===== src/rtl/mc_controller_hs_if.sv =====
// ---------------------------------------------------------------------------
// mc_controller_hs_if
// Memory handshake bundle between the multicycle controller and its
// instruction/data memories.
//   imem_req      controller -> imem : instruction fetch request
//   imem_ready    imem -> controller : instruction word valid
//   dm_req        controller -> dmem : data access request
//   dm_wr         controller -> dmem : write enable, qualified by dm_req
//   word_byte_sel controller -> dmem : 1 = byte access (lb/sb)
//   dm_ready      dmem -> controller : data access complete
// ---------------------------------------------------------------------------
interface mc_controller_hs_if;
  logic imem_req;
  logic imem_ready;
  logic dm_req;
  logic dm_wr;
  logic word_byte_sel;
  logic dm_ready;

  modport master (
    output imem_req, dm_req, dm_wr, word_byte_sel,
    input  imem_ready, dm_ready
  );

  modport slave (
    input  imem_req, dm_req, dm_wr, word_byte_sel,
    output imem_ready, dm_ready
  );
endinterface


===== src/rtl/mc_controller_hs.sv =====
// ---------------------------------------------------------------------------
// mc_controller_hs
// Multicycle MIPS control unit with ready/req memory handshakes, a memory
// wait timeout and a precise exception path (overflow, illegal, timeout).
// Ports:
//   clk, rst         clock, asynchronous active-high reset
//   mem              memory handshake bundle (master side)
//   i_opcode/i_funct IR[31:26] / IR[5:0]
//   i_zero           ALU zero flag
//   i_overflow       ALU signed-overflow flag
//   o_pc_wr, o_npc_sel, o_ir_wr, o_gpr_wr          PC/IR/GPR control
//   o_alu_ctr, o_reg_dst, o_reg_from_sel           datapath selects
//   o_b_sel, o_ext_op                              ALU B operand / extender
//   o_epc_wr, o_cause_wr, o_exc_cause              exception registers
//   o_state                                        current state (debug)
// ---------------------------------------------------------------------------
module mc_controller_hs #(
  parameter int MEM_TIMEOUT = 16,
  parameter bit EXC_EN      = 1'b1,
  parameter int CNT_W       = 5
) (
  input  logic                  clk,
  input  logic                  rst,
  mc_controller_hs_if.master    mem,
  input  logic [5:0]            i_opcode,
  input  logic [5:0]            i_funct,
  input  logic                  i_zero,
  input  logic                  i_overflow,
  output logic                  o_pc_wr,
  output logic [2:0]            o_npc_sel,
  output logic                  o_ir_wr,
  output logic                  o_gpr_wr,
  output logic [2:0]            o_alu_ctr,
  output logic [1:0]            o_reg_dst,
  output logic [1:0]            o_reg_from_sel,
  output logic                  o_b_sel,
  output logic [1:0]            o_ext_op,
  output logic                  o_epc_wr,
  output logic                  o_cause_wr,
  output logic [1:0]            o_exc_cause,
  output logic [3:0]            o_state
);

  typedef enum logic [3:0] {
    S_FETCH  = 4'd0,
    S_DECODE = 4'd1,
    S_MADDR  = 4'd2,
    S_MRD    = 4'd3,
    S_MWB    = 4'd4,
    S_MWR    = 4'd5,
    S_EXEC   = 4'd6,
    S_ALUWB  = 4'd7,
    S_BRANCH = 4'd8,
    S_JUMP   = 4'd9,
    S_EXC    = 4'd10
  } state_t;

  localparam logic [1:0] CAUSE_OVF = 2'b01;
  localparam logic [1:0] CAUSE_ILL = 2'b10;
  localparam logic [1:0] CAUSE_TMO = 2'b11;

  // Last counter value that may still be waited through; only meaningful
  // when the timeout is enabled.
  localparam logic [CNT_W-1:0] TMO_LAST =
    (MEM_TIMEOUT > 0) ? CNT_W'(MEM_TIMEOUT - 1) : '0;

  state_t           r_state, w_state_next;
  logic [1:0]       r_cause, w_cause_next;
  logic [CNT_W-1:0] r_cnt;

  // ---------------- instruction decode ----------------
  logic w_rtype, w_addu, w_subu, w_slt, w_jr;
  logic w_addi, w_addiu, w_ori, w_lui;
  logic w_lw, w_sw, w_lb, w_sb, w_beq, w_bne, w_j, w_jal;
  logic w_load, w_store, w_alu_op, w_branch, w_jump;

  assign w_rtype  = (i_opcode == 6'h00);
  assign w_addu   = w_rtype && (i_funct == 6'h21);
  assign w_subu   = w_rtype && (i_funct == 6'h23);
  assign w_slt    = w_rtype && (i_funct == 6'h2a);
  assign w_jr     = w_rtype && (i_funct == 6'h08);
  assign w_addi   = (i_opcode == 6'h08);
  assign w_addiu  = (i_opcode == 6'h09);
  assign w_ori    = (i_opcode == 6'h0d);
  assign w_lui    = (i_opcode == 6'h0f);
  assign w_lw     = (i_opcode == 6'h23);
  assign w_sw     = (i_opcode == 6'h2b);
  assign w_lb     = (i_opcode == 6'h20);
  assign w_sb     = (i_opcode == 6'h28);
  assign w_beq    = (i_opcode == 6'h04);
  assign w_bne    = (i_opcode == 6'h05);
  assign w_j      = (i_opcode == 6'h02);
  assign w_jal    = (i_opcode == 6'h03);

  assign w_load   = w_lw || w_lb;
  assign w_store  = w_sw || w_sb;
  assign w_alu_op = w_addu || w_subu || w_slt || w_addi || w_addiu || w_ori || w_lui;
  assign w_branch = w_beq || w_bne;
  assign w_jump   = w_j || w_jal || w_jr;

  // ALU setup for EXEC; also held through ALUWB so the overflow flag that
  // ALUWB samples still belongs to this instruction.
  logic [2:0] w_op_alu_ctr;
  logic       w_op_b_sel;
  logic [1:0] w_op_ext_op;

  always_comb begin
    // NOTE: every signal written here gets a default first so no path
    // through the case leaves it unassigned and infers a latch.
    w_op_alu_ctr = 3'b000;
    w_op_b_sel   = 1'b0;
    w_op_ext_op  = 2'b00;
    if (w_subu)  w_op_alu_ctr = 3'b001;
    if (w_slt)   w_op_alu_ctr = 3'b100;
    if (w_addi)  begin w_op_alu_ctr = 3'b011; w_op_b_sel = 1'b1; w_op_ext_op = 2'b01; end
    if (w_addiu) begin w_op_alu_ctr = 3'b000; w_op_b_sel = 1'b1; w_op_ext_op = 2'b01; end
    if (w_ori)   begin w_op_alu_ctr = 3'b010; w_op_b_sel = 1'b1; w_op_ext_op = 2'b00; end
    if (w_lui)   begin w_op_alu_ctr = 3'b101; w_op_b_sel = 1'b1; w_op_ext_op = 2'b10; end
  end

  // Counter has reached its last allowed wait cycle.
  logic w_timeout;
  assign w_timeout = (MEM_TIMEOUT > 0) && (r_cnt == TMO_LAST);

  // ---------------- next state and outputs ----------------
  always_comb begin
    w_state_next       = r_state;
    w_cause_next       = r_cause;
    mem.imem_req       = 1'b0;
    mem.dm_req         = 1'b0;
    mem.dm_wr          = 1'b0;
    mem.word_byte_sel  = 1'b0;
    o_pc_wr            = 1'b0;
    o_npc_sel          = 3'b000;
    o_ir_wr            = 1'b0;
    o_gpr_wr           = 1'b0;
    o_alu_ctr          = 3'b000;
    o_reg_dst          = 2'b00;
    o_reg_from_sel     = 2'b00;
    o_b_sel            = 1'b0;
    o_ext_op           = 2'b00;
    o_epc_wr           = 1'b0;
    o_cause_wr         = 1'b0;
    o_exc_cause        = 2'b00;

    case (r_state)
      S_FETCH: begin
        mem.imem_req = 1'b1;
        // Ready on the timeout cycle still counts as a normal completion.
        if (mem.imem_ready) begin
          o_ir_wr      = 1'b1;
          o_pc_wr      = 1'b1;
          w_state_next = S_DECODE;
        end else if (w_timeout) begin
          w_state_next = S_EXC;
          w_cause_next = CAUSE_TMO;
        end
      end

      S_DECODE: begin
        if (w_load || w_store)  w_state_next = S_MADDR;
        else if (w_alu_op)      w_state_next = S_EXEC;
        else if (w_branch)      w_state_next = S_BRANCH;
        else if (w_jump)        w_state_next = S_JUMP;
        else begin
          w_state_next = S_EXC;
          w_cause_next = CAUSE_ILL;
        end
      end

      S_MADDR: begin
        o_alu_ctr    = 3'b000;
        o_b_sel      = 1'b1;
        o_ext_op     = 2'b01;
        w_state_next = w_load ? S_MRD : S_MWR;
      end

      S_MRD: begin
        mem.dm_req        = 1'b1;
        mem.word_byte_sel = w_lb;
        if (mem.dm_ready) begin
          w_state_next = S_MWB;
        end else if (w_timeout) begin
          w_state_next = S_EXC;
          w_cause_next = CAUSE_TMO;
        end
      end

      S_MWB: begin
        o_gpr_wr          = 1'b1;
        o_reg_from_sel    = 2'b01;
        o_reg_dst         = 2'b00;
        mem.word_byte_sel = w_lb;
        w_state_next      = S_FETCH;
      end

      S_MWR: begin
        mem.dm_req        = 1'b1;
        mem.dm_wr         = 1'b1;
        mem.word_byte_sel = w_sb;
        if (mem.dm_ready) begin
          w_state_next = S_FETCH;
        end else if (w_timeout) begin
          w_state_next = S_EXC;
          w_cause_next = CAUSE_TMO;
        end
      end

      S_EXEC: begin
        o_alu_ctr    = w_op_alu_ctr;
        o_b_sel      = w_op_b_sel;
        o_ext_op     = w_op_ext_op;
        w_state_next = S_ALUWB;
      end

      S_ALUWB: begin
        o_alu_ctr    = w_op_alu_ctr;
        o_b_sel      = w_op_b_sel;
        o_ext_op     = w_op_ext_op;
        o_gpr_wr     = 1'b1;
        o_reg_dst    = w_rtype ? 2'b01 : 2'b00;
        w_state_next = S_FETCH;
        if (w_addi && i_overflow) begin
          if (EXC_EN) begin
            // Suppress the write so the faulting instruction has no effect.
            o_gpr_wr     = 1'b0;
            w_state_next = S_EXC;
            w_cause_next = CAUSE_OVF;
          end else begin
            // Legacy: the overflowed result lands in $30.
            o_reg_dst = 2'b11;
          end
        end
      end

      S_BRANCH: begin
        o_alu_ctr    = 3'b001;
        o_npc_sel    = 3'b011;
        o_pc_wr      = (w_beq && i_zero) || (w_bne && !i_zero);
        w_state_next = S_FETCH;
      end

      S_JUMP: begin
        o_pc_wr   = 1'b1;
        o_npc_sel = w_jr ? 3'b010 : 3'b001;
        if (w_jal) begin
          o_gpr_wr       = 1'b1;
          o_reg_dst      = 2'b10;
          o_reg_from_sel = 2'b10;
        end
        w_state_next = S_FETCH;
      end

      S_EXC: begin
        o_epc_wr     = 1'b1;
        o_cause_wr   = 1'b1;
        o_exc_cause  = r_cause;
        o_pc_wr      = 1'b1;
        o_npc_sel    = 3'b100;
        w_state_next = S_FETCH;
      end

      default: w_state_next = S_FETCH;
    endcase
  end

  // ---------------- state, cause and wait counter ----------------
  // NOTE: sequential state uses non-blocking assignments so every register
  // samples pre-edge values regardless of statement order.
  always_ff @(posedge clk or posedge rst) begin
    if (rst) begin
      r_state <= S_FETCH;
      r_cause <= 2'b00;
      r_cnt   <= '0;
    end else begin
      r_state <= w_state_next;
      r_cause <= w_cause_next;
      // Only wait states ever stay put, and only while ready is low, so
      // "staying" means one more wait cycle; any transition restarts the
      // count for the next wait state. With the timeout disabled the
      // counter may wrap, which is harmless.
      if (w_state_next == r_state) r_cnt <= r_cnt + 1'b1;
      else                         r_cnt <= '0;
    end
  end

  assign o_state = r_state;

endmodule


===== src/flat_wrapper.sv =====
// flat-port wrapper written by rule: the top's interface ports become plain ports
module mc_controller_hs_flat 
#(
  parameter int MEM_TIMEOUT = 16,
  parameter bit EXC_EN      = 1'b1,
  parameter int CNT_W       = 5
)
  (clk, rst, i_opcode, i_funct, i_zero, i_overflow, o_pc_wr, o_npc_sel, o_ir_wr, o_gpr_wr, o_alu_ctr, o_reg_dst, o_reg_from_sel, o_b_sel, o_ext_op, o_epc_wr, o_cause_wr, o_exc_cause, o_state, mem_imem_req, mem_dm_req, mem_dm_wr, mem_word_byte_sel, mem_imem_ready, mem_dm_ready);
  mc_controller_hs_if mem_i ();
  input  logic clk;
  input  logic rst;
  input  logic [5:0] i_opcode;
  input  logic [5:0] i_funct;
  input  logic i_zero;
  input  logic i_overflow;
  output logic o_pc_wr;
  output logic [2:0] o_npc_sel;
  output logic o_ir_wr;
  output logic o_gpr_wr;
  output logic [2:0] o_alu_ctr;
  output logic [1:0] o_reg_dst;
  output logic [1:0] o_reg_from_sel;
  output logic o_b_sel;
  output logic [1:0] o_ext_op;
  output logic o_epc_wr;
  output logic o_cause_wr;
  output logic [1:0] o_exc_cause;
  output logic [3:0] o_state;
  output wire logic [$bits(mem_i.imem_req)-1:0] mem_imem_req;
  output wire logic [$bits(mem_i.dm_req)-1:0] mem_dm_req;
  output wire logic [$bits(mem_i.dm_wr)-1:0] mem_dm_wr;
  output wire logic [$bits(mem_i.word_byte_sel)-1:0] mem_word_byte_sel;
  input wire logic [$bits(mem_i.imem_ready)-1:0] mem_imem_ready;
  input wire logic [$bits(mem_i.dm_ready)-1:0] mem_dm_ready;
  assign mem_imem_req = mem_i.imem_req;
  assign mem_dm_req = mem_i.dm_req;
  assign mem_dm_wr = mem_i.dm_wr;
  assign mem_word_byte_sel = mem_i.word_byte_sel;
  assign mem_i.imem_ready = mem_imem_ready;
  assign mem_i.dm_ready = mem_dm_ready;
  mc_controller_hs #(.MEM_TIMEOUT(MEM_TIMEOUT), .EXC_EN(EXC_EN), .CNT_W(CNT_W)) u_core (.clk(clk), .rst(rst), .mem(mem_i), .i_opcode(i_opcode), .i_funct(i_funct), .i_zero(i_zero), .i_overflow(i_overflow), .o_pc_wr(o_pc_wr), .o_npc_sel(o_npc_sel), .o_ir_wr(o_ir_wr), .o_gpr_wr(o_gpr_wr), .o_alu_ctr(o_alu_ctr), .o_reg_dst(o_reg_dst), .o_reg_from_sel(o_reg_from_sel), .o_b_sel(o_b_sel), .o_ext_op(o_ext_op), .o_epc_wr(o_epc_wr), .o_cause_wr(o_cause_wr), .o_exc_cause(o_exc_cause), .o_state(o_state));
endmodule

===== config.mk =====
export PLATFORM = sky130hd
export DESIGN_NAME = mc_controller_hs_flat
export DESIGN_NICKNAME = d
export VERILOG_FILES = /design/src/rtl/mc_controller_hs_if.sv /design/src/rtl/mc_controller_hs.sv /design/src/flat_wrapper.sv
export SDC_FILE = /design/constraint.sdc
export NUM_CORES = 1
export LEC_CHECK = 0
export ABC_AREA = 1
export CAP_MARGIN = 20
export CORE_MARGIN = 2
export CORE_UTILIZATION = 30
export DETAILED_ROUTE_END_ITERATION = 8
export GPL_ROUTABILITY_DRIVEN = 0
export GPL_TIMING_DRIVEN = 0
export SYNTH_ARGS = -nofsm -noshare
export SYNTH_HDL_FRONTEND = slang
export SYNTH_SLANG_ARGS = --single-unit

===== constraint.sdc =====
create_clock -name clk -period 1.8 [get_ports clk]
set_input_delay 0.54 -clock clk [delete_from_list [all_inputs] [get_ports clk]]
set_output_delay 0.54 -clock clk [all_outputs]
set_load 0.01 [all_outputs]

; ---- After elaboration in Yosys (flattened, before gate mapping)
; Index checks and enable logic that the tools add are counted.
[totals]
ff_bits = 11
latchBits = 0
ram_bits = 0
rom_bits = 0
memories = 0
[op_classes]
n_addsub = 1
mul = 0
div = 0
magnitude_cmp = 0
n_eq_ne = 35
shifts = 0
mux = 56
bitwise_logic = 0
n_reduce_logical = 29
[op_table]
columns = op, count
row1 = 6-bit equality test (second input constant), 7
row2 = 4-bit 2-to-1 mux, 8
row3 = 6-bit by 4-bit equality test with 1-bit output (second input constant), 5
row4 = 4-bit case mux with 7 select lines, 1
row5 = 2-bit 2-to-1 mux, 13
row6 = 3-bit 2-to-1 mux, 6
row7 = 1-bit 2-to-1 mux, 17
row8 = 4-bit by 3-bit equality test with 1-bit output (second input constant), 4
row9 = 1-bit logical OR, 13
row10 = 4-bit equality test (second input constant), 3
row11 = 6-bit by 2-bit equality test with 1-bit output (second input constant), 2
row12 = 6-bit by 3-bit equality test with 1-bit output (second input constant), 2
row13 = 2-bit inequality test (second input constant), 6
row14 = 2-bit case mux with 2 select lines, 3
row15 = 3-bit case mux with 3 select lines, 1
row16 = 4-bit by 2-bit equality test with 1-bit output (second input constant), 2
row17 = 2-bit case mux with 4 select lines, 1
row18 = 8-bit AND reduction, 1
row19 = 2-bit OR reduction, 4
row20 = 1-bit logical AND, 7
row21 = 6-bit zero test, 1
row22 = 1-bit case mux with 3 select lines, 2
row23 = 3-bit case mux with 2 select lines, 1
row24 = 5-bit by 1-bit adder with 5-bit output (second input constant), 1
row25 = 9 further kinds, 10

; ---- Depth between registers and ports, before layout
[logic_depth]
ltp_word = 13
ltp_mapped = 16
ltp_nobuf = 16

; ---- Worst setup path after synthesis
; OpenSTA, ideal clock, no wires.
[synth_path]
kind = reg-to-output
startpoint = reg u_core.r_state[3] (netlist: u_core.o_state[3])
endpoint = out o_gpr_wr
t_arrival_ns = 1.503
required_time_ns = 1.260
path_slack_ns = -0.243
path_stages_with_launch = 9
path_cell_list = dfrtp_1 -> inv_1 -> nor2_1 -> inv_1 -> nor3_1 -> inv_1 -> nor3_1 -> nor2_1 -> nand2_1
[synth_via]
elab_chain_len = 2
word_cells_on_any_way = 4
[synth_lines]
columns = item, line_no
row1 = "start, declared", mc_controller_hs.sv:67  ; state_t r_state, w_state_next;
row2 = "start signal, assigned", mc_controller_hs.sv:276  ; r_state <= w_state_next;
row3 = 4-bit equality test / 4-bit by 3-bit equality test with 1-bit output (equally long branches), mc_controller_hs.sv:146  ; case (r_state)
row4 = 1-bit case mux with 3 select lines *, mc_controller_hs.sv:146
row5 = "end, declared", flat_wrapper.sv:19  ; output logic o_gpr_wr;
; Every way passes the cells marked *; elsewhere a longest branch is shown, timed or not.

; ---- Worst setup path in the final report
[layout_path]
startpoint = reg u_core.r_state[2] (netlist: u_core.o_state[2])
endpoint = out mem_word_byte_sel
[layout_via]
elab_chain_len = 3
word_cells_on_any_way = 5
[layout_lines]
columns = item, line_no
row1 = 4-bit by 3-bit equality test with 1-bit output / 4-bit by 2-bit equality test with 1-bit output (equally long branches), mc_controller_hs.sv:146
row2 = 2-bit OR reduction (no source line), n/a
row3 = 1-bit case mux with 2 select lines *, mc_controller_hs.sv:146
row4 = "end, declared", flat_wrapper.sv:32  ; output wire logic [$bits(mem_i.word_byte_sel)-1:0] mem_word_byte_sel;
; Marked as above.

==> metrics.cfg <==
[logic_synthesis]
synth_area_leader_cell = dfrtp_1
ys_warn_count = 0
synth-xor-area-share_pct = 2.63
synth-main-ff-cell = dfrtp_1
synth_seq_cells = 11
synth_edf_count = 0
yosysSeqAreaShare_pct = 21.4
synth.area.mux_share_pct = 0
synth_cells = 202
synth_simple_gate_area_share_pct = 52.4
synth.cell_area_mm2 = 0.00129
synth_compound_area_share_pct = 9.14
syn-num-nets = 222
synth_top_area_share_pct = 21.4
synthAdderAreaFrac_pct = 1.95
async_reset_ff_share_pct = 100
avgSynthCellArea_um2 = 6.37
synthTopCellsByArea = dfrtp_1, nand2_1, inv_1
synth_top_family_by_area = simple AND/OR/NAND/NOR gates
synth_cell_types = 31

[finish]
antenna_cells = 0
layout_common_cells = buf_4, buf_6, nand2_1
final_layout_size_suffix_gt1_share_pct = 67.1
fillers = 316
fin_nets = 331
syn_to_final_growth_pct = 108
final_common_cell = buf_4
fin_area_mm2 = 0.00268
utilization_pct = 66.1

[pwr]
combPwrFrac_pct = 80.8
cellLeakagePower_nw = 1.34
clkPwrFrac_pct = 7.5
switching_share_pct = 48.7
p_int_w = 0.00173
p_seq_share_pct = 11.7
power_density_mw_per_mm2 = 1260
p_sw_w = 0.00164
vdd_drop_max_uv = 886

[cts]
clk_latency_ns = 0.24
cts_hold_buffers = 0
clk_pin_slew_ns = 0.05
cts_made_buffers = 3
cts.sinks = 11
cts_max_level = 1
root_buffer = clkbuf_8
cts_max_path_buffers = 2
tritoncts = done

[sta]
setup_viol = 28
clock_skew_ns = 0.000502
period_needed_ns = 2.17
setup_ws_ns = -0.369
hold_viol_final = 0
max_clock_freq_ghz = 0.461
tightest_slew_ns = 0.427
slew_viol_final = 0
rsz0062_at_grt = true
slew_headroom_pct = 71.5
fin_crit_sh_pct = 121

[floorplan]
die_w_um = 69.5
ios = 46
dieArea_mm2 = 0.00483
start_util_pct = 31.7
core_area_mm2 = 0.00406
fp.dieH_um = 69.5
num_rows = 23

[worst_setup_path]
critPathLaunchType = register
worstSetupPathType = reg -> out
cp_max_fo = 4
worstPathArrival_ns = 1.63
slowest_stage = dfrtp_2
crit_path_max_incr_delay_ns = 0.42
path_common_cell = nor2_4
cp.required_ns = 1.26
path_delay_family = flip-flops
path_cells = buf_6 > inv_4 > nor2_4 > inv_2 > nor2_4 > a31oi_2 > o32ai_2 > buf_2
endpoint_kind = output port
crit_buf_inv = 4

[route]
via_count = 1764
vias_per_cell = 4.90
dr.first_iter.drc_count = 110
wire_per_inst_um = 15.3
ant_nets = 0
routed_wl_um = 5510
drtPass1Iterations = 4
drc_errors = 0

[status]
run_status = finished, violations left
violations = negative setup slack

[flow_run]
drv_cap = 0

[global_route]
grt_pass1_vias = 1708
grt_use_total_pct = 20.5
grt_pass1_wl_um = 8050
grt_max_degree = 12
grt-ovfl-total = 0
antenna_found_initial = 0

[placement]
place_area_mm2 = 0.00186
port_buffers = 45
place_hpwl_um = 3130

[min_path]
hold_path_class = reg -> reg

==> layout make-up <==
type | count | area [um2] | share of cell area (%)
tap | 50 | 62.6 | 2.33
multi-input combinational | 153 | 1240 | 46.3
buffer | 4 | 45.0 | 1.68
clock buffer | 4 | 45.0 | 1.68
timing repair buffer | 104 | 858 | 32.0
sequential | 11 | 279 | 10.4
inverter | 34 | 150 | 5.60
==> synth_stat cells, drive strengths merged (2+ instances only) <==
cell and n:
nor2 42, dfrtp 11, nor3b 3, inv 34, buf 4, nand3 22, a21oi 11, o21ai 6
nand4 4, nor3 6, ha 2, nand2 49, xor2 2
==> path summary, 6_finish.rpt <==
path | startpoint | to | slack [ns] | cells after the start
worst max-delay path | u_core.o_state[2] | mem_word_byte_sel | -0.37 | 8
worst min-delay path | u_core.r_cause[0] | u_core.r_cause[0] | 0.48 | 2
worst max register to register | u_core.r_cnt[1] | u_core.r_cnt[0] | -0.22 | 16
worst min register to register | u_core.r_cause[0] | u_core.r_cause[0] | 0.48 | 2
max in group asynchronous | rst | u_core.o_state[1] | 0.89 | 2
min in group asynchronous | rst | u_core.r_cause[1] | 0.59 | 2
==> flip-flops by register name (all words and copies together) (netlist names) <==
signal,cells
u_core.r_cause,2
u_core.o_state,4
u_core.r_cnt,5
==> per-stage QoR <==
stage	setup TNS (ns)	worst slack [ns]	instances	hold slack [ns]	total power [W]
6_report	-5.91	-0.369	360	0.477	0.00337
5_1_grt	-7.92	-0.444	360	0.511	0.00356
4_1_cts	-5.25	-0.316	349	0.474	0.00298
3_5_place_dp	-23.24	-1.12	297	0.462	0.00204
3_3_place_gp	-23.17	-1.12	297	0.457	0.00204
2_1_floorplan	-0.246	-0.0498	202	0.392	0.00145
==> layer usage <==
layer,GRT usage [%],up-vias,wire [um]
met5,0,-,0
met4,5.66,0,90
met3,4.94,10,355
met2,34.0,61,2770
met1,26.5,830,2300
li1,-,863,-
==> logic make-up (layout without fill, tap and decap cells) <==
family | count (synthesis) | in the layout
AOI/OAI and AO/OA | 21 | 21
DFF | 11 | 11
adders and majority gates | 2 | 2
xor gates and xnor gates | 3 | 3
buffers and inverters | 38 | 146
and+or+nand+nor | 127 | 127
==> repair_timing <==
| item | 4_1_cts | 5_1_grt |
|---|---|---|
| pin swaps | 37 | 25 |
| buffers inserted | 48 | 13 |
| resized for setup | 214 | 50 |
| endpoints found under the setup margin | 33 | 32 |
==> power by group through the flow <==
stage               clock network, W  registers [W]  logic (W)
floorplan                          0       0.000413    0.00104
global placement                   0       0.000410    0.00163
detailed placement                 0       0.000409    0.00163
CTS                         0.000258       0.000384    0.00234
global route                0.000270       0.000403    0.00289
finish                      0.000251       0.000395    0.00272
==> tightest hold or removal path, delay by kind of cell (launching register included) <==
family	cells	cell delay, ns
flops	1	0.34
simple gates	2	0.11
(Power assumes the default switching activity.)
